`src/rtl/squares_pkg.sv`:
```
// squares_pkg: shared widths and square constant table for the 3-bit squarer
package squares_pkg;
  localparam int IN_W  = 3;
  localparam int OUT_W = 2 * IN_W;
  localparam logic [OUT_W-1:0] SQ_TABLE [2**IN_W] = '{
    6'd0, 6'd1, 6'd4, 6'd9, 6'd16, 6'd25, 6'd36, 6'd49
  };
endpackage

```
`src/rtl/square_lut_3b.sv`:
```
// square_lut_3b: combinational 3-bit operand to 6-bit square lookup
module square_lut_3b
  import squares_pkg::*;
(
  input  logic [IN_W-1:0]  in,
  output logic [OUT_W-1:0] sq
);
  assign sq = SQ_TABLE[in];
endmodule

```
`src/rtl/squares_3bit.sv`:
```
// squares_3bit: registered unsigned squarer with one-cycle latency and valid strobe
module squares_3bit
  import squares_pkg::*;
(
  input  logic             clk,
  input  logic             rst,
  input  logic             in_valid,
  input  logic [IN_W-1:0]  in,
  output logic             out_valid,
  output logic [OUT_W-1:0] out
);
  logic [OUT_W-1:0] sq;
  square_lut_3b u_lut (.in(in), .sq(sq));
  // out keeps its last value when idle; only out_valid tracks in_valid
  always_ff @(posedge clk or posedge rst)
    if (rst) begin
      out       <= '0;
      out_valid <= 1'b0;
    end else begin
      out_valid <= in_valid;
      if (in_valid) out <= sq;
    end
endmodule

```
`config.mk`:
```
export PLATFORM = sky130hd
export DESIGN_NAME = squares_3bit
export DESIGN_NICKNAME = d
export VERILOG_FILES = /design/src/rtl/squares_pkg.sv /design/src/rtl/square_lut_3b.sv /design/src/rtl/squares_3bit.sv
export SDC_FILE = /design/constraint.sdc
export NUM_CORES = 1
export LEC_CHECK = 0
export CORE_AREA = 2 2 39 41
export DETAILED_ROUTE_END_ITERATION = 7
export DIE_AREA = 0 0 41 43
export PLACE_DENSITY = 0.52
export SYNTH_ARGS = -nofsm -noshare
export SYNTH_HDL_FRONTEND = slang
export SYNTH_SLANG_ARGS = --single-unit
```
`constraint.sdc`:
```
create_clock -name clk -period 1.5 [get_ports clk]
set_input_delay 0.15 -clock clk [delete_from_list [all_inputs] [get_ports clk]]
set_output_delay 0.15 -clock clk [all_outputs]
set_load 0.05 [all_outputs]
```
# After elaboration in Yosys (flattened, before gate mapping)
# Memories as Yosys holds them, arrays and structs flattened. A register that Yosys moved wholly into a read port is not among the register bits.
# Cells that the tools add are included.
[op_classes] add_sub_neg=0 mul=0 div=0 magnitude_cmp=0 n_eq_ne=0 n_shift=0 muxes=0 n_bitwise=1 reduce_logical=0
[op_table] op="inverter 3 -> 4 bit" n=1
[totals] regBits=1 latchBits=0 ramBits=0 mem_bits_ro=48 inputBits=6 out_inout_bits=7 word_cells=3 memories=1
[mem_list] memory="(no name shown)" depth=8 word_bits=6 rd=1 rd_ports_with_merged_regs=1 write_ports=0 line_no="square_lut_3b.sv:8" rtl="assign sq = SQ_TABLE[in];"

# Longest topological paths before layout
# Gate-level depths: netlist of the first run.
[depth] ltp_word=1 ltp_mapped=3

# Hierarchy
# A second synthesis of the first run with hierarchy kept.
[hier_totals] cells_unflattened=23 hier_area_um2=339.1
[modules_own_cells] mod="squares_3bit" n_inst=1 cells_each=15 area_per_inst_um2=280.3 seq_area_each_um2=175.2
[modules_own_cells] mod="square_lut_3b" n_inst=1 cells_each=8 area_per_inst_um2=58.8 seq_area_each_um2=0.0

# Worst setup path before layout of the first run
# Ideal clock, no wire load.
[synth_path] kind="reg-to-reg" start="reg out[2] (netlist name)" end="reg out[2]" setup_ns=0.125 arrival_time_ns=0.869 path_slack_ns=0.506 path_stages_with_launch=2 n_path_buf=0 period_less_slack_ns=0.994 path_cell_list="dfrtp_1 > mux2_4"
[synth_lines] item="end: declaration" line_no="squares_3bit.sv:10" rtl="output logic [OUT_W-1:0] out"

# Worst setup path after layout of the first run
[layout_path] start="reg out[2]" end="out out[2]"
# No word-level cell between the ends.

==> flow_summary.yaml, run 1 <==
layout:
  layout_commonest_cell: "buf_4"
  final_cell_mix: "7 x buf_4, 6 x dfrtp_1, 5 x inv_1, 5 x clkdlybuf4s50_1, 3 x clkbuf_4"
  syn2layout_area_growth_pct: 53.0
  diodes: 0
  fin_nets: 45
  drive_above_1_share_pct: 29.7
  stdcell_count: 53
synth:
  ys_seq_elements: 6
  ys_types: 12
  syn_area_um2: 250
  yosysWarnings: 0
  synth_area_leaders: "dfrtp_1 60%, inv_1 7.5%, mux2_4 6.0%"
  syn_area_per_cell_um2: 10.4
  yosysTopAreaCellShare_pct: 60.0
  ys_seq_area_share_pct: 60.0
  syn_inst: 24
  synth_top_cell_by_area: "dfrtp_1"
  synth_fp_nets: 30
floorplanning:
  die_h_um: 43
  pin_count: 13
  fp.coreArea_um2: 1380
  start_util_pct: 18.1
  die_w_um: 41
  die-area_um2: 1760
  rows: 14
clock_tree:
  htreeDepth: 1
  cts_tree: "yes"
  hold_buffers: 0
  clk_latency_ns: 0.24
  post_cts_resize_count: 0
  postCtsSetupBuffers: 0
  cts_made_buffers: 3
  cts-root-buf: "clkbuf_4"
  cts_buffer_depth: 2
  numClockSinks: 6
  cts.clk_slew.worst_paths_ns: 0.04
drt:
  first_pass_iters: 4
  drc: 0
  routed_wirelength_um: 470
  vias_per_cell: 3.38
  drt_iter0_markers: 10
  ant_nets: 0
  num_vias: 179
  wire_per_inst_um: 8.87
timing:
  clock-skew-final_ns: 0
  fin_crit_ns: 0.955
  rsz0062_at_grt: "false"
  slew_violations: 0
  fmax_ghz: 1.05
  finalHoldViolations: 0
  finalCritPeriodShare_pct: 63.7
  setup_tns_ns: 0
  setup_violations: 0
setup_path:
  startpoint_type: "register"
  crit_buf_inv: 1
  crit_fanout: 2
  rr_endpoint: "out[2]"
  rr_startpoint: "out[2]"
  crit_chain: "buf_4"
  cp_num_cells: 1
  cp-end-kind: "output pin"
  reg2reg_slack_ns: 0.74
  slowest_stage: "dfrtp_1"
  critical_path_class: "reg2out"
  cp.arrival_ns: 0.81
  critPathTopFamily: "flip-flops"
  max_stage_delay_ns: 0.38
  cp-startpoint: "out[2]"
  critPathRequiredTime_ns: 1.35
  reg2reg_depth: 1
power_and_ir_drop:
  p_per_area_nw_per_um2: 1170
  leakage_nw: 0.189
  ir_drop_mv: 0.423
global_routing:
  grt_max_degree: 7
  grt_first_pass_wirelength_um: 752
  antenna_found_initial: 0
  grt_util_all_layers_pct: 6.85
  grt-ovfl-total: 0
  grt_pass1_vias: 172
flow_run:
  max_cap_viol_count: 0
placement:
  dp.cells: 50
  globalplace.congestion: 0.602
  port_buffers: 11
hold_path:
  hold_class: "in2async"
run_status:
  status: "finished, final reports clean"
stage by stage:
stage | setup slack, ns | instance area [µm²] | power [W] | utilization [%] | hold WS [ns]
2_1_floorplan | 0.506 | 250 | 0.000263 | - | -0.0590
3_3_place_gp | 0.362 | 360 | 0.000305 | 26.0 | 0.386
3_5_place_dp | 0.349 | 360 | 0.000305 | 26.0 | 0.387
4_1_cts | 0.524 | 383 | 0.000458 | 27.7 | 0.132
5_1_grt | 0.508 | 383 | 0.000476 | 27.7 | 0.159
6_report | 0.545 | 383 | 0.000446 | 27.7 | 0.127
flip-flops by register name, indices dropped and copies added (netlist names):
| name | flops |
|---|---|
| out | 5 |
| out_valid | 1 |
power breakdown:
part           internal (W)  total (W)  switching [W]  leakage [nW]
Clock             0.0000903   0.000145      0.0000546        0.0138
Combinational     0.0000418   0.000119      0.0000771        0.0996
Sequential         0.000176   0.000182     0.00000655        0.0753
how the worst max path moves through the flow:
stage	slack (ns)	end
after global placement	0.36	out[3]
after detailed placement	0.35	out[3]
after global routing	0.51	out[2]
final	0.54	out[2]
after floorplan	0.51	out[2]
after CTS	0.52	out[2]
logic make-up (layout without fill, tap and decap cells):
group / count (synthesis) / after routing / share of synthesized area (%)
flops: 6 / 6 / 60.0
other cells: 1 / 1 / 1.50
xor+xnor: 1 / 1 / 3.50
mux: 1 / 1 / 6.00
compound gates: 4 / 4 / 9.00
simple gates: 4 / 4 / 7.50
buf+inv: 7 / 20 / 12.5
synthesized netlist by cell type:
cell,instances
o21ai_0,2
conb_1,1
inv_1,5
nand2_1,2
clkbuf_2,1
dfrtp_1,6
o22ai_1,2
buf_4,1
mux2_4,1
xnor2_1,1
nor2b_1,1
nand3_1,1
layer usage:
metal  global-route usage (%)  vias to the layer above  wire length, µm
met4                     6.00                        0                0
li1                         -                       97                -
met1                     9.42                       74              222
met2                     7.50                        8              200
met5                        0                        -                0
met3                     3.14                        0               47
final cells by class:
| type | instances | area, µm² |
|---|---|---|
| flip-flops and latches | 6 | 150 |
| inverters | 5 | 18.8 |
| fillers | 151 | 1000 |
| multi-input cells | 11 | 68.8 |
| repair buffers | 12 | 103 |
| well taps | 16 | 20.0 |
| clock buffers | 3 | 22.5 |
Note: power is estimated with default switching activity, not from simulation.
==> run 2, diff against run 1 <==
Clock period 1.5 ns to 0.97 ns, I/O delays scaled along.
==> run 2 against run 1 <==
Net effect:
- combinational power increased by 100%
- via count up 16%
- final cell count is 3.8% higher
- critical path type unchanged
- largest cell class is now non-clock buffers
- highest routed layer is now met4
==> flow_summary.yaml, run 2 (synthesis results as in run 1) <==
clock_tree:
  cts_made_buffers: 3
  clk_latency_ns: 0.25
  htreeDepth: 1
  hold_buffers: 0
  cts-root-buf: "clkbuf_4"
  cts.clk_slew.worst_paths_ns: 0.05
  numClockSinks: 6
  cts_tree: "yes"
  cts_buffer_depth: 2
  postCtsSetupBuffers: 0
  post_cts_resize_count: 0
power_and_ir_drop:
  internal_power_w: 0.000549
  p_per_area_nw_per_um2: 1690
  ir_drop_mv: 0.551
  p_sw_share_pct: 31.0
  combPwrFrac_pct: 30.1
  power_frac_seq_pct: 37.0
  p_clk_share_pct: 32.8
  leakage_nw: 0.217
  p_sw_w: 0.000247
layout:
  largest_reg_flops: 5
  stdcell_count: 55
  fin_area_um2: 470
  layout_commonest_cell: "buf_12"
  diodes: 0
  fin_util_pct: 34.0
  fillers: 146
  reg_top3: "out (5), out_valid (1)"
  fin_nets: 46
  syn2layout_area_growth_pct: 88.0
  final_cell_mix: "6 x buf_12, 5 x inv_1, 5 x clkdlybuf4s50_1, 5 x dfrtp_1, 3 x clkbuf_4"
  drive_above_1_share_pct: 33.3
  top_register: "out"
drt:
  first_pass_iters: 1
  vias_per_cell: 3.78
  routed_wirelength_um: 522
  num_vias: 208
  drc: 0
  ant_nets: 0
  wire_per_inst_um: 9.49
  drt_iter0_markers: 0
floorplanning:
  start_util_pct: 18.1
  die_w_um: 41
  die-area_um2: 1760
  pin_count: 13
  die_h_um: 43
  rows: 14
  fp.coreArea_um2: 1380
run_status:
  status: "finished, final reports clean"
setup_path:
  rr_endpoint: "out[2]"
  reg2reg_slack_ns: 0.17
  startpoint_type: "register"
  cp.arrival_ns: 0.83
  crit_buf_inv: 1
  slowest_stage: "dfrtp_2"
  cp_num_cells: 1
  cp-startpoint: "out[2]"
  crit_fanout: 2
  max_stage_delay_ns: 0.42
  cp-end-kind: "output pin"
  crit_chain: "buf_12"
  critPathTopFamily: "flip-flops"
  reg2reg_depth: 1
  rr_startpoint: "out[2]"
  critical_path_class: "reg2out"
  cp-endpoint: "out[2]"
  critPathRequiredTime_ns: 0.87
timing:
  fin_crit_ns: 0.923
  rsz0062_at_grt: "false"
  slew_violations: 0
  fmax_ghz: 1.08
  finalCritPeriodShare_pct: 95.2
  finalHoldViolations: 0
  clock-skew-final_ns: 0
  setup_violations: 0
global_routing:
  grt_max_degree: 9
  antenna_found_initial: 0
  grt-ovfl-total: 0
  grt_pass1_vias: 182
  grt_first_pass_wirelength_um: 793
  grt_util_all_layers_pct: 7.19
placement:
  place_area_um2: 444
  port_buffers: 11
  dp.cells: 51
  dp_hpwl_um: 404
  globalplace.congestion: 0.748
flow_run:
  max_cap_viol_count: 0
hold_path:
  hold_class: "in2async"
run 2: changes by cell type in the layout (fill, tap and decap cells not counted):
cell / delta
buf_12: +6
dfrtp_1: -1
buf_4: -5
clkbuf_1: +1
dfrtp_2: +1
run 2: how the worst min path moves through the flow:
stage,start,to,slack [ns],cells after the start
after floorplan,rst,out[0],-0.11,1
after global placement,rst,out_valid,0.33,2
after detailed placement,rst,out_valid,0.33,2
after CTS,rst,out[4],0.07,2
after global routing,rst,out[4],0.09,2
final,rst,out[4],0.06,2
run 2: per-stage QoR:
stage / power, W / hold slack, ns / setup WS [ns] / setup TNS, ns
finish: 0.000796 / 0.0633 / 0.0467 / 0
global route: 0.000837 / 0.0864 / 0.0200 / 0
CTS: 0.000806 / 0.0690 / 0.0368 / 0
detailed placement: 0.000541 / 0.334 / -0.0870 / -0.336
global placement: 0.000539 / 0.328 / -0.0785 / -0.284
floorplan: 0.000408 / -0.112 / 0.0606 / 0
run 2: cell type report:
cell class                      instances  area [µm²]  area share [%]
Tap cell                               16        20.0            4.26
Timing Repair Buffer                   13         185            39.4
Inverter                                5        18.8            3.99
Sequential cell                         6         151            32.2
Multi-Input combinational cell         11        68.8            14.6
Clock buffer                            4        26.3            5.59
run 2: routing by layer:
layer,vias to the layer above,GRT usage (%),part of all wire [%]
li1,101,-,-
met1,94,8.91,45
met2,11,9.06,44
met3,2,3.14,7.7
met4,0,6.00,2.7
met5,-,0,0
run 2: power by group through the flow:
stage	clock [W]	combinational [W]	sequential, W
after floorplan	0	0.0000469	0.000361
after global placement	0	0.000239	0.000299
after detailed placement	0	0.000242	0.000299
after CTS	0.000269	0.000242	0.000295
after global routing	0.000288	0.000252	0.000297
final	0.000261	0.000240	0.000295
